--- config.mk ---
export PLATFORM = sky130hd
export DESIGN_NAME = gbuff_stream_reader_flat
export DESIGN_NICKNAME = d
export VERILOG_FILES = /design/src/rtl/gbuff_stream_reader_pkg.sv /design/src/rtl/gbuff_stream_reader_if.sv /design/src/rtl/gbuff_skid_fifo.sv /design/src/rtl/gbuff_stream_reader.sv /design/src/flat_wrapper.sv
export SDC_FILE = /design/constraint.sdc
export NUM_CORES = 1
export LEC_CHECK = 0
export BUFFER_PORTS_ARGS = -buffer_cell sky130_fd_sc_hd__buf_2
export CORE_MARGIN = 2
export CORE_UTILIZATION = 45
export CTS_CLUSTER_DIAMETER = 150
export DETAILED_ROUTE_END_ITERATION = 8
export HOLD_SLACK_MARGIN = 0.1
export PLACE_DENSITY = 0.67
export SLEW_MARGIN = 20
export SYNTH_ARGS = -nofsm -noshare
export SYNTH_HDL_FRONTEND = slang
export SYNTH_SLANG_ARGS = --single-unit
--- constraint.sdc ---
create_clock -name clk -period 4 [get_ports clk]
set_clock_uncertainty 0.1 [all_clocks]
set_input_delay 0.2 -clock clk [delete_from_list [all_inputs] [get_ports clk]]
set_output_delay 0.2 -clock clk [all_outputs]
set_load 0.02 [all_outputs]
--- src/rtl/gbuff_stream_reader_pkg.sv ---
// Shared widths and FSM encoding for the global-buffer stream reader.
// Word and index widths follow GBUF_WORD_W / GBUF_IDX_W when the build defines them.
`ifndef GBUF_WORD_W
`define GBUF_WORD_W 32
`endif
`ifndef GBUF_IDX_W
`define GBUF_IDX_W 8
`endif

package gbuff_stream_reader_pkg;

  localparam int unsigned DATA_W = `GBUF_WORD_W;
  localparam int unsigned IDX_W  = `GBUF_IDX_W;
  // One extra bit so a full-bank burst (2^IDX_W words) is representable.
  localparam int unsigned LEN_W  = IDX_W + 1;

  typedef enum logic [1:0] {
    StIdle  = 2'd0,
    StFetch = 2'd1,
    StDrain = 2'd2,
    StDone  = 2'd3
  } rd_state_e;

  function automatic logic [IDX_W-1:0] next_index(input logic [IDX_W-1:0] idx,
                                                  input logic [IDX_W-1:0] step);
    return idx + step;
  endfunction

endpackage

--- src/rtl/gbuff_stream_reader_if.sv ---
// Command, buffer-port and output-stream signals of the reader.
// The stride input exists only when GBUF_RD_STRIDE_EN is defined.
interface gbuff_stream_reader_if import gbuff_stream_reader_pkg::*; ();

  logic              start;
  logic [IDX_W-1:0]  base_idx;
  logic [LEN_W-1:0]  length;
`ifdef GBUF_RD_STRIDE_EN
  logic [IDX_W-1:0]  stride;
`endif
  logic              busy;
  logic              done;
  logic              gb_wr_en;
  logic [IDX_W-1:0]  gb_index;
  logic [DATA_W-1:0] gb_data;
  logic              out_valid;
  logic              out_ready;
  logic [DATA_W-1:0] out_data;
  logic              out_last;

  modport slave (
    input  start, base_idx, length,
`ifdef GBUF_RD_STRIDE_EN
    input  stride,
`endif
    input  gb_data, out_ready,
    output busy, done, gb_wr_en, gb_index, out_valid, out_data, out_last
  );

  modport master (
    output start, base_idx, length,
`ifdef GBUF_RD_STRIDE_EN
    output stride,
`endif
    output gb_data, out_ready,
    input  busy, done, gb_wr_en, gb_index, out_valid, out_data, out_last
  );

endinterface

--- src/rtl/gbuff_skid_fifo.sv ---
// Two-entry FIFO with a registered head; push and pop in the same cycle are
// accepted whether the FIFO is empty or full.
module gbuff_skid_fifo import gbuff_stream_reader_pkg::*; #(
  parameter int unsigned Width = DATA_W + 1
) (
  input  logic             clk,
  input  logic             rst,
  input  logic             push,
  input  logic [Width-1:0] push_data,
  input  logic             pop,
  output logic [Width-1:0] head,
  output logic [1:0]       count
);

  logic [Width-1:0] mem_q [2];
  logic             wr_ptr_q, rd_ptr_q;
  logic [1:0]       count_q;
  logic             do_push, do_pop;

  always_comb begin
    do_pop  = pop && (count_q != 2'd0);
    do_push = push && ((count_q != 2'd2) || do_pop);
    head    = mem_q[rd_ptr_q];
    count   = count_q;
  end

  always_ff @(posedge clk or posedge rst) begin
    if (rst) begin
      mem_q[0] <= '0;
      mem_q[1] <= '0;
      wr_ptr_q <= 1'b0;
      rd_ptr_q <= 1'b0;
      count_q  <= 2'd0;
    end else begin
      if (do_push) begin
        mem_q[wr_ptr_q] <= push_data;
        wr_ptr_q        <= ~wr_ptr_q;
      end
      if (do_pop) begin
        rd_ptr_q <= ~rd_ptr_q;
      end
      count_q <= count_q + {1'b0, do_push} - {1'b0, do_pop};
    end
  end

endmodule

--- src/rtl/gbuff_stream_reader.sv ---
// Burst reader for one global-buffer bank: issues indices, absorbs the 1-cycle read
// latency and streams words out through a skid FIFO. Stride option: GBUF_RD_STRIDE_EN.
module gbuff_stream_reader import gbuff_stream_reader_pkg::*; (
  input logic                  clk,
  input logic                  rst,
  gbuff_stream_reader_if.slave bus
);

  rd_state_e         state_q, state_d;
  logic [IDX_W-1:0]  cur_idx_q, idx_hold_q;
  logic [LEN_W-1:0]  len_q, issued_q;
  logic              inflight_q, inflight_last_q;
  logic [IDX_W-1:0]  step;
  logic              issue, last_issue, pop, out_valid;
  logic [2:0]        occupancy;
  logic [1:0]        fifo_count;
  logic [DATA_W:0]   fifo_head;

`ifdef GBUF_RD_STRIDE_EN
  logic [IDX_W-1:0]  step_q;
  assign step = step_q;
`else
  assign step = IDX_W'(1);
`endif

  gbuff_skid_fifo #(
    .Width(DATA_W + 1)
  ) u_fifo (
    .clk      (clk),
    .rst      (rst),
    .push     (inflight_q),
    .push_data({inflight_last_q, bus.gb_data}),
    .pop      (pop),
    .head     (fifo_head),
    .count    (fifo_count)
  );

  always_comb begin
    out_valid  = (fifo_count != 2'd0);
    pop        = out_valid && bus.out_ready;
    occupancy  = {1'b0, fifo_count} + {2'b0, inflight_q};
    // Only issue when the word is guaranteed a FIFO slot on arrival.
    issue      = (state_q == StFetch) && ((occupancy - {2'b0, pop}) < 3'd2);
    last_issue = issue && (issued_q == (len_q - 1'b1));

    state_d = state_q;
    unique case (state_q)
      StIdle: begin
        if (bus.start) state_d = (bus.length == '0) ? StDone : StFetch;
      end
      StFetch: begin
        if (last_issue) state_d = StDrain;
      end
      StDrain: begin
        if (pop && fifo_head[DATA_W]) state_d = StDone;
      end
      StDone: state_d = StIdle;
      default: state_d = StIdle;
    endcase

    bus.busy      = (state_q == StFetch) || (state_q == StDrain);
    bus.done      = (state_q == StDone);
    bus.gb_wr_en  = 1'b0;
    bus.gb_index  = issue ? cur_idx_q : idx_hold_q;
    bus.out_valid = out_valid;
    bus.out_data  = out_valid ? fifo_head[DATA_W-1:0] : '0;
    bus.out_last  = out_valid && fifo_head[DATA_W];
  end

  always_ff @(posedge clk or posedge rst) begin
    if (rst) begin
      state_q         <= StIdle;
      cur_idx_q       <= '0;
      idx_hold_q      <= '0;
      len_q           <= '0;
      issued_q        <= '0;
      inflight_q      <= 1'b0;
      inflight_last_q <= 1'b0;
`ifdef GBUF_RD_STRIDE_EN
      step_q          <= '0;
`endif
    end else begin
      state_q         <= state_d;
      inflight_q      <= issue;
      inflight_last_q <= last_issue;
      if ((state_q == StIdle) && bus.start) begin
        cur_idx_q <= bus.base_idx;
        len_q     <= bus.length;
        issued_q  <= '0;
`ifdef GBUF_RD_STRIDE_EN
        step_q    <= bus.stride;
`endif
      end else if (issue) begin
        cur_idx_q  <= next_index(cur_idx_q, step);
        idx_hold_q <= cur_idx_q;
        issued_q   <= issued_q + 1'b1;
      end
    end
  end

endmodule

--- src/flat_wrapper.sv ---
// flat-port wrapper written by rule: the top's interface ports become plain ports
module gbuff_stream_reader_flat import gbuff_stream_reader_pkg::*;
  (clk, rst, bus_start, bus_base_idx, bus_length, bus_gb_data, bus_out_ready, bus_busy, bus_done, bus_gb_wr_en, bus_gb_index, bus_out_valid, bus_out_data, bus_out_last);
  gbuff_stream_reader_if bus_i ();
  input logic clk;
  input logic rst;
  input wire logic [$bits(bus_i.start)-1:0] bus_start;
  input wire logic [$bits(bus_i.base_idx)-1:0] bus_base_idx;
  input wire logic [$bits(bus_i.length)-1:0] bus_length;
  input wire logic [$bits(bus_i.gb_data)-1:0] bus_gb_data;
  input wire logic [$bits(bus_i.out_ready)-1:0] bus_out_ready;
  output wire logic [$bits(bus_i.busy)-1:0] bus_busy;
  output wire logic [$bits(bus_i.done)-1:0] bus_done;
  output wire logic [$bits(bus_i.gb_wr_en)-1:0] bus_gb_wr_en;
  output wire logic [$bits(bus_i.gb_index)-1:0] bus_gb_index;
  output wire logic [$bits(bus_i.out_valid)-1:0] bus_out_valid;
  output wire logic [$bits(bus_i.out_data)-1:0] bus_out_data;
  output wire logic [$bits(bus_i.out_last)-1:0] bus_out_last;
  assign bus_i.start = bus_start;
  assign bus_i.base_idx = bus_base_idx;
  assign bus_i.length = bus_length;
  assign bus_i.gb_data = bus_gb_data;
  assign bus_i.out_ready = bus_out_ready;
  assign bus_busy = bus_i.busy;
  assign bus_done = bus_i.done;
  assign bus_gb_wr_en = bus_i.gb_wr_en;
  assign bus_gb_index = bus_i.gb_index;
  assign bus_out_valid = bus_i.out_valid;
  assign bus_out_data = bus_i.out_data;
  assign bus_out_last = bus_i.out_last;
  gbuff_stream_reader u_core (.clk(clk), .rst(rst), .bus(bus_i));
endmodule
; Yosys cells after proc, flatten, opt, wreduce, memory -nomap -nowiden
; Index checks and enable logic that the tools add are counted.
[totals]
register_bits = 108
out_inout_bits = 45
elab_cells = 68
[classes]
n_addsub = 7
magnitude_cmp = 4
n_eq_ne = 8
mux = 17
bitwise = 4
n_reduce_logical = 16
[ops]
columns = cell, n
row1 = $mux W33, 4
row2 = $bwmux W66, 1
row3 = $demux W33 S1, 1
row4 = $mux W32, 1
row5 = $mux W8, 3
row6 = $mux W9, 2
row7 = $add A9 B1 Y9 const B, 1
row8 = $eq A9 B9 Y1, 1
row9 = $logic_and A1 B1 Y1, 9
row10 = $logic_not A9 Y1, 1
row11 = $sub A9 B1 Y9 const B, 1
row12 = $add A8 B1 Y8 const B, 1
row13 = $mux W2, 4
row14 = $pmux W2 S4, 1
row15 = $eq A2 B2 Y1 const B, 2
row16 = $ge A2 B2 Y1 const B, 2
row17 = $ne A2 B1 Y1 const B, 2
row18 = $ne A2 B2 Y1 const B, 2
row19 = $not A1 Y2, 2
row20 = $reduce_bool A2 Y1, 2
row21 = $add A2 B1 Y3, 1
row22 = $lt A3 B2 Y1 const B, 1
row23 = $reduce_and A3 Y1, 1
row24 = $sub A3 B1 Y3, 1
row25 = other kinds (7), 9

; Depth between registers and ports, before layout
; Gate-level depths: netlist of the first run.
[logic_depth]
ltp_word = 8
mapped_depth = 14
depth_no_buf = 14

; Hierarchy
; Synthesis of the first run repeated with hierarchy kept, for this count alone.
[unflattened]
cells_unflattened = 461
hier_area_um2 = 5464.0
[modules_own_cells]
columns = mod, instances, cells_each, area_per_inst_um2, seq_area_each_um2
row1 = gbuff_skid_fifo, 1, 207, 3079.2, 1751.7
row2 = gbuff_stream_reader, 1, 254, 2384.8, 950.9

; Worst setup path before layout of the first run
; Ideal clock, no wire load.
[synth_timing]
path_kind = register to register
from = reg u_core.u_fifo.count_q[1] (netlist: u_core.u_fifo.count[1])
to = reg u_core.state_q[1]
setup_time_ps = 79
arrival_time_ps = 3073
required_time_ps = 3821
setup_slack_ps = 748
path_stages_with_launch = 14
path_buffers = 0
cell_sequence = dfrtp_1 -> nor2_1 -> inv_2 -> nand2_1 -> inv_1 -> ha_1 -> nand2b_1 -> fa_1 -> xnor2_1 -> nand2_2 -> a2111oi_2 -> o2111a_2 -> o221a_4 -> mux2i_1
[synth_via]
elab_chain_len = 8
word_cells_on_any_way = 11
classes_between = add/sub: 2 / order compare: 1 / eq/ne: 2 / reduce/logical: 6
[synth_lines]
columns = element, line_no
row1 = from (decl), gbuff_skid_fifo.sv:17  ; logic [1:0] count_q;
row2 = from (signal assigned), gbuff_skid_fifo.sv:42  ; count_q <= count_q + {1'b0, do_push} - {1'b0, do_pop};
row3 = $reduce_bool A2 Y1, gbuff_stream_reader.sv:39  ; out_valid = (fifo_count != 2'd0);
row4 = named net bus_out_valid, flat_wrapper.sv:16  ; output wire logic [$bits(bus_i.out_valid)-1:0] bus_out_valid;
row5 = $logic_and A1 B1 Y1, gbuff_stream_reader.sv:40  ; pop = out_valid && bus.out_ready;
row6 = $sub A3 B1 Y3, gbuff_stream_reader.sv:43  ; issue = (state_q == StFetch) && ((occupancy - {2'b0, pop}) < 3'd2);
row7 = $lt A3 B2 Y1, gbuff_stream_reader.sv:43
row8 = $logic_and A1 B1 Y1, gbuff_stream_reader.sv:43
row9 = $logic_and A1 B1 Y1, gbuff_stream_reader.sv:44  ; last_issue = issue && (issued_q == (len_q - 1'b1));
row10 = named net u_core.last_issue, gbuff_stream_reader.sv:14  ; logic issue, last_issue, pop, out_valid;
row11 = $ne A2 B1 Y1 (no source line), n/a
row12 = $reduce_and A3 Y1 (no source line), n/a
row13 = to (signal assigned), gbuff_stream_reader.sv:72  ; state_q <= StIdle;
row14 = to (signal assigned), gbuff_stream_reader.sv:83  ; state_q <= state_d;
row15 = to (decl), gbuff_stream_reader.sv:9  ; rd_state_e state_q, state_d;
; The timed path passes the listed nets, and every way through them passes these cells.
; A chain may end at the register's enable or synchronous reset.

; Final worst setup path of the first run
[layout_timing]
from = reg u_core.u_fifo.count_q[1] (netlist: u_core.u_fifo.count[1])
to = out bus_gb_index[4]
[layout_via]
elab_chain_len = 6
word_cells_on_any_way = 7
classes_between = add/sub: 2 / order compare: 1 / mux: 1 / reduce/logical: 3
[layout_lines]
columns = element, line_no
row1 = "parallel branches: the longest is 2 deep, another holds $add A2 B1 Y3", n/a
row2 = $sub A3 B1 Y3 *, gbuff_stream_reader.sv:43
row3 = $lt A3 B2 Y1 *, gbuff_stream_reader.sv:43
row4 = $logic_and A1 B1 Y1 *, gbuff_stream_reader.sv:43
row5 = $mux W8 *, gbuff_stream_reader.sv:64  ; bus.gb_index = issue ? cur_idx_q : idx_hold_q;
row6 = to (decl), flat_wrapper.sv:15  ; output wire logic [$bits(bus_i.gb_index)-1:0] bus_gb_index;
; Every way passes the cells marked *.

==> impl_results.md, run 1 <==
* Most common cell after layout, fill and taps aside: dfrtp_1
* Pwr Density at 791 mW/mm^2
* Critical Path RT at 3.70 ns
* Most used flip-flop cell after synthesis: dfrtp_1
* CTS Buf Count at 9
* Site row count at 39
* Length of the first detailed-routing pass in iterations at 6
* Final min period at 3.42 ns
* Most frequent cells in the layout: dfrtp_1 (107), buf_2 (96), nand2_1 (65)
* Buffers on Ports at 96
* # resized after CTS at 0
* Synth warn at 0
* Root buffer cell: clkbuf_16
* Crit end category: output pin
* Hold Fails Final Rpt at 0
* All-Layer GR Usage at 18.6%
* Leakage power at 0.00328 uW
* Period utilization at 85.6%
* RR Startpoint: u_core.u_fifo.count[1]
* Ys async rst share at 100%
* Starting Density at 46.5%
* Remaining global-route overflow at 0
* Final #Nets at 687
* VDD IR max at 0.546 mV
* Net Sw Power at 2170 uW
* Clk sinks at 108
* Final setup violation count at 0
* Count of cell types in the netlist at 44
* Internal at 3190 uW
* TritonCTS clock tree: done
* Clock buffer depth at 2
* RSZ-0062 raised after global routing: no
* Vias in the first global route at 3968
* RR Endpoint: u_core.cur_idx_q[6]
* Combinational Power Share at 46.3%
* Status: finished with violations
* Syn Std Cell Area at 0.00535 sq mm
* Die Width at 113 um
* Share of cells above drive strength 1 at 25.7%
* Core Util, Final at 58.9%
* Highest clock rate at 292 MHz
* Die area at 0.0128 sq mm
* Worst Hold End: u_core.state_q[1]
* Via-to-Cell Ratio at 5.15
* Initial antenna violation count at 0
* Hold path cells at 3
* Clock Power Share at 17.0%
* Antenna diodes at 0
* DRT iter0 DRCs at 222
* Sequential power share at 36.7%
* Core box area at 0.0115 sq mm
* Violated checks: design-rule violations
* Worst rel slew slack at 31.5%
* Startpoint types: flop
* Critical path fanouts, max at 19
* Crit path kind: flop to output pin
* Post-synth EDFFs at 0
* Ports at 98
* DRC violations left at 9
* Die Span Y at 113 um
* Max Cap Violations at 0
* Mean Syn Cell Area at 11.0 sq um
* FF-to-FF setup slack at 0.65 ns
* Sequential share of the synthesized area at 50.5%
* Area growth from synthesis to layout at 26.7%
* Syn nets at 551
* First-pass GRT wire length at 19100 um
* Worst skew pair latency at 0.34 ns
* Routed wire length at 11500 um
* Reg2reg path depth at 13
* RePlAce Congestion at 0.849
* Setup Buffers After CTS at 0
* Antenna-violating nets left at 0
* Setup TNS at 0 ns
* Syn Inst Count at 486
* H-tree Lvls at 3
* HPWL after DPL at 7660 um
* Via count at 3968
* Worst-Margin Slew at 1.03 ns
* Clock transition at the registers of the reported paths at 0.07 ns
* Max-slew violation count at 0
* Critical Path AT at 3.12 ns
* Largest net degree at the start of global routing at 86
* Register bit total from synthesis at 108
* Min-Delay Path Class: primary input to flop
* Net Sw Frac at 40.5%
* DR WL/cell at 14.9 um
* Hold_sp: bus_start
[worst max-delay path, cell delays in order, from the launching register on]
cell and delay [ns]:
dfrtp_1 0.46, nor2_2 0.17, inv_2 0.04, nand2_1 0.10, inv_1 0.05, ha_1 0.28, nand2b_1 0.15, fa_1 0.38
xnor2_1 0.24, nand2_2 0.25, inv_2 0.31, nand2_1 0.10, nand2_1 0.08, buf_2 0.17
[worst max-delay path by stage]
stage / slack [ns] / startpoint / end / depth (start not counted)
after floorplan: 0.75 / u_core.u_fifo.count[1] / u_core.state_q[1] / 13
after global placement: 0.78 / u_core.u_fifo.count[1] / u_core.cur_idx_q[6] / 13
after detailed placement: 0.63 / u_core.u_fifo.count[1] / u_core.state_q[0] / 13
after CTS: 0.51 / u_core.u_fifo.count[1] / bus_gb_index[4] / 13
after global routing: 0.28 / u_core.u_fifo.count[1] / bus_gb_index[2] / 13
final: 0.58 / u_core.u_fifo.count[1] / bus_gb_index[4] / 13
[cells in the mapped netlist, types with 7 or more instances]
master,count,share of area (%)
mux2_1,41,8.6
inv_1,12,0.84
mux2i_1,35,6.5
xnor2_1,17,2.8
nor3_1,7,0.65
clkbuf_1,22,1.5
nand2_1,65,4.6
ha_1,11,2.6
mux2_2,33,6.9
nor2_1,53,3.7
xor2_1,11,1.8
dfrtp_1,108,51
o21ai_1,8,0.75
nand3_1,9,0.84
[registers in the layout, summed over array words and instances (netlist names)]
name and flops:
u_core.cur_idx_q 8, u_core.idx_hold_q 8, u_core.inflight_last_q 1, u_core.inflight_q 1, u_core.issued_q 9, u_core.len_q 9
u_core.state_q 2, u_core.u_fifo.count 2, u_core.u_fifo.mem_q 66, u_core.u_fifo.rd_ptr_q 1, u_core.u_fifo.wr_ptr_q 1
[metal layers]
layer | vias up | part of all wire [%] | GRT usage, %
met3 | 6 | 4.6 | 4.02
met5 | - | 0 | 0
met4 | 0 | 1.0 | 5.37
li1 | 1919 | - | -
met2 | 94 | 47 | 30.5
met1 | 1949 | 47 | 25.2
[power by group through the flow]
stage | registers, uW | clock network (uW) | logic [uW]
after floorplan | 1830 | 0 | 1890
after global placement | 1940 | 0 | 2400
after detailed placement | 1980 | 0 | 2460
after CTS | 1960 | 938 | 2510
after global routing | 2030 | 994 | 2730
final | 1970 | 912 | 2480
[logic make-up after synthesis]
family          synth area share [%]
compound gates                  3.79
mux                             22.1
xor+xnor                        4.58
flops                           50.5
other cells                   0.0701
buf+inv                         2.97
simple gates                    13.0
fa+ha+maj                       2.95
[per-stage QoR]
stage / hold slack, ns / setup WS (ns) / area (sq um) / total power [uW] / std cells
after floorplan: 0.205 / 0.748 / 5350 / 3720 / 486
after global placement: 0.302 / 0.781 / 5950 / 4340 / 703
after detailed placement: 0.311 / 0.631 / 5950 / 4440 / 703
after CTS: 0.197 / 0.509 / 6780 / 5410 / 770
after global routing: 0.196 / 0.284 / 6780 / 5760 / 770
final: 0.204 / 0.576 / 6780 / 5360 / 770
[timing repair]
| action | 4_1_cts | 5_1_grt |
|---|---|---|
| endpoints found under the setup margin | 0 | 0 |
| hold buffers | 51 | 0 |
| endpoints found under the hold margin | 166 | 0 |
[cell type report]
class / count / area, sq um
flip-flops and latches: 108 / 2700
clock inverters: 3 / 43.8
clock buffers: 13 / 270
multi-input cells: 338 / 2500
inverters: 14 / 57.6
fillers: 991 / 4740
repair buffers: 151 / 1020
well taps: 143 / 179
Power figures use the tool's default switching activity.
==> inputs of run 2 (changes only) <==
--- a/config.mk
+++ b/config.mk
@@ -7,12 +7,12 @@
 export LEC_CHECK = 0
 export BUFFER_PORTS_ARGS = -buffer_cell sky130_fd_sc_hd__buf_2
 export CORE_MARGIN = 2
-export CORE_UTILIZATION = 45
+export CORE_UTILIZATION = 25
 export CTS_CLUSTER_DIAMETER = 150
 export DETAILED_ROUTE_END_ITERATION = 8
 export HOLD_SLACK_MARGIN = 0.1
-export PLACE_DENSITY = 0.67
 export SLEW_MARGIN = 20
 export SYNTH_ARGS = -nofsm -noshare
 export SYNTH_HDL_FRONTEND = slang
+export SYNTH_HIERARCHICAL = 1
 export SYNTH_SLANG_ARGS = --single-unit
==> run 2 against run 1 <==
  * The run now ends clean
  * Cell area rose by 3.4%
  * Core utilization fell by 26 points
  * Largest power group unchanged
  * Count of clock-buffer cells in the layout is 2 lower
  * Highest routed layer unchanged
  * Clock power down 6.3%
  * Sequential share of layout area fell by 1.3 points
  * Die area rose by 80%
  * Routed wire length rose by 6.1%
==> impl_results.md, run 2 <==
* Die Span Y at 152 um (+34%)
* Max Cap Violations at 0 (unchanged)
* Final min period at 3.67 ns (+0.243 ns)
* Highest clock rate at 273 MHz (-6.6%)
* Initial antenna violation count at 0 (unchanged)
* Sequential power share at 36.1% (-0.6 points)
* Startpoint types: flop
* Buffers on Ports at 96 (unchanged)
* Largest Register: u_core/u_fifo/mem_q
* TritonCTS clock tree: done
* Antenna diodes at 0 (unchanged)
* Core box area at 0.0216 sq mm (+88%)
* Remaining global-route overflow at 0 (unchanged)
* Hold Fails Final Rpt at 0 (unchanged)
* Grt met2 use at 17.5% (-13 points)
* Leakage power at 0.00307 uW (-6.4%)
* DRC violations left at 0 (-9)
* Worst-Margin Slew at 1.00 ns (-0.0226 ns)
* Most frequent cells in the layout: dfrtp_1 (107), mux2_2 (104), buf_2 (96)
* Final #Nets at 667 (-2.9%)
* RSZ-0062 raised after global routing: no
* Combinational Power Share at 48.3% (+2.0 points)
* Crit end category: output pin
* All-Layer GR Usage at 10.7% (-7.9 points)
* Site row count at 54 (+38%)
* CTS Buf Count at 9 (unchanged)
* VDD IR max at 0.359 mV (-34%)
* Status: finished clean
* Top Registers: u_core/u_fifo/mem_q (66), u_core/issued_q (9), u_core/len_q (9)
* Net Sw Frac at 38.9% (-1.6 points)
* Ys async rst share at 100% (unchanged)
* Length of the first detailed-routing pass in iterations at 4 (-2)
* RePlAce Congestion at 0.751 (-12%)
* Most used flip-flop cell after synthesis: dfrtp_1
* Post-synth top area share at 49.5% (-1.0 points)
* Die area at 0.0231 sq mm (+80%)
* Synth area leaders: dfrtp_1 (49%), mux2_2 (21%), and2_1 (4.1%), xnor2_1 (3.4%), nand2_1 (3.2%)
* Met3 Use GR at 1.88% (-2.1 points)
* Critical Path RT at 3.70 ns (about the same)
* Register bit total from synthesis at 108 (unchanged)
* First-pass GRT wire length at 20300 um (+5.9%)
* Root buffer cell: clkbuf_16
* Worst rel slew slack at 33.0% (+1.5 points)
* Pwr Density at 785 mW/mm^2 (-0.76%)
* Critical path fanouts, max at 22 (+3)
* H-tree Lvls at 3 (unchanged)
* Largest net degree at the start of global routing at 47 (-45%)
* Internal at 3360 uW (+5.3%)
* Worst skew pair latency at 0.34 ns (about the same)
* Max reg flops at 66 (unchanged)
* Period utilization at 91.7% (+6.1 points)
* Clock buffer depth at 2 (unchanged)
* Most common cell after layout, fill and taps aside: dfrtp_1
* Synth warn at 6 (+6)
* Syn Inst Count at 461 (-5.1%)
* Syn nets at 526 (-4.5%)
* Critical Path AT at 3.37 ns (+0.25 ns)
* Crit path kind: flop to output pin
* Syn Std Cell Area at 0.00546 sq mm (+2.1%)
* Clock Power Share at 15.5% (-1.5 points)
* HPWL after DPL at 7860 um (+2.5%)
* Clock transition at the registers of the reported paths at 0.07 ns (about the same)
* Max-slew violation count at 0 (unchanged)
* Via-to-Cell Ratio at 4.30 (-17%)
* Final setup violation count at 0 (unchanged)
* Net Sw Power at 2140 uW (-1.3%)
* Grt peak-use layer: met2
* Clk sinks at 108 (unchanged)
* Starting Density at 25.3% (-21 points)
* Via count at 3810 (-4.0%)
* Vias in the first global route at 3899 (-1.7%)
* Routed wire length at 12200 um (+6.1%)
* Sequential share of the synthesized area at 49.5% (-1.0 points)
* Core Util, Final at 32.4% (-26 points)
* DRT iter0 DRCs at 226 (+1.8%)
* Setup TNS at 0 ns (unchanged)
* Die Width at 152 um (+34%)
* Grt met1 use at 14.6% (-11 points)
* Post-synth EDFFs at 0 (unchanged)
* Count of cell types in the netlist at 46 (+4.5%)
* Top-count cell post-synth: dfrtp_1
* Share of cells above drive strength 1 at 38.4% (+13 points)
* Ports at 98 (unchanged)
* Min-Delay Path Class: primary input to flop
* Antenna-violating nets left at 0 (unchanged)
* Area growth from synthesis to layout at 28.3%
* Mean Syn Cell Area at 11.9 sq um (+7.6%)
* Largest area contributor in the netlist: dfrtp_1
* Most frequent cells after synthesis: dfrtp_1 (108), mux2_2 (104), nand2_1 (46), and2_1 (36)
* DR WL/cell at 13.7 um (-7.9%)
[run 2: cell types whose count changed in the layout (fill, tap and decap cells not counted), moves of 8 or more]
cell,delta
and2_1,+33
o21ai_1,-8
mux2_1,-39
nor2_1,-39
mux2i_1,-31
mux2_2,+71
o21ai_0,+16
nand2_1,-19
[run 2: final cells by class]
cell class	count	area [sq um]
Multi-Input combinational cell	315	2580
Sequential cell	108	2700
Fill cell	2217	14600
Tap cell	280	350
Clock inverter	5	36.3
Timing Repair Buffer	152	1040
Clock buffer	11	243
Inverter	16	61.3
[run 2: logic make-up after synthesis]
family                   count (synthesis)  share of synthesized area, %
multiplexers                           110                          22.6
other                                    1                        0.0686
flip-flops                             108                          49.5
AO/OA/AOI/OAI                           33                          3.78
adder cells (fa/ha/maj)                 12                          2.89
AND/OR/NAND/NOR                        128                          12.6
buffers and inverters                   38                          3.69
XOR/XNOR                                31                          4.97
[run 2: final timing paths]
path / slack (ns) / to / depth (start not counted) / start
max reg2reg: 0.55 / u_core/idx_hold_q[5] / 10 / u_core/u_fifo/count[0]
min in group asynchronous: 0.45 / u_core/state_q[0] / 4 / rst
min reg2reg: 0.39 / u_core/u_fifo/mem_q[34] / 1 / u_core/u_fifo/mem_q[34]
max in group asynchronous: 2.49 / u_core/u_fifo/mem_q[7] / 4 / rst
min: 0.20 / u_core/state_q[1] / 3 / bus_start
max: 0.33 / bus_gb_index[0] / 10 / u_core/u_fifo/count[0]
[run 2: metal layers]
layer	vias up	routed length, um
li1	1852	-
met5	-	0
met1	1863	6030
met3	10	403
met2	85	5610
met4	0	132
[run 2: per-stage QoR]
| stage | instances | hold WS, ns | setup slack [ns] | area, sq um | total power, uW |
|---|---|---|---|---|---|
| finish | 887 | 0.201 | 0.333 | 7010 | 5500 |
| global placement | 820 | 0.277 | 0.627 | 6210 | 4620 |
| floorplan | 461 | 0.205 | 0.555 | 5460 | 3910 |
| CTS | 886 | 0.183 | 0.310 | 6990 | 5580 |
| detailed placement | 820 | 0.280 | 0.553 | 6210 | 4660 |
| global route | 887 | 0.211 | 0.125 | 7010 | 5920 |
[run 2: power by group through the flow]
stage / Clock, uW / Combinational (uW) / Sequential [uW]
finish: 855 / 2660 / 1990
global route: 933 / 2920 / 2070
CTS: 895 / 2690 / 1990
detailed placement: 0 / 2650 / 2010
global placement: 0 / 2620 / 2000
floorplan: 0 / 2070 / 1840
[run 2: repair_timing]
item / CTS / global route
hold buffers: 50 / 0
hold endpoints to repair: 164 / 0
setup buffers: 0 / 0
resized for setup: 0 / 0
[run 2: critical path, stage by stage (launching register included)]
cell	delay [ns]
dfrtp_1	0.45
or2_2	0.31
and2_1	0.22
ha_1	0.30
nand2b_1	0.15
fa_1	0.38
xnor2_1	0.20
nor2b_2	0.16
buf_4	0.28
mux2_2	0.39
buf_2	0.16
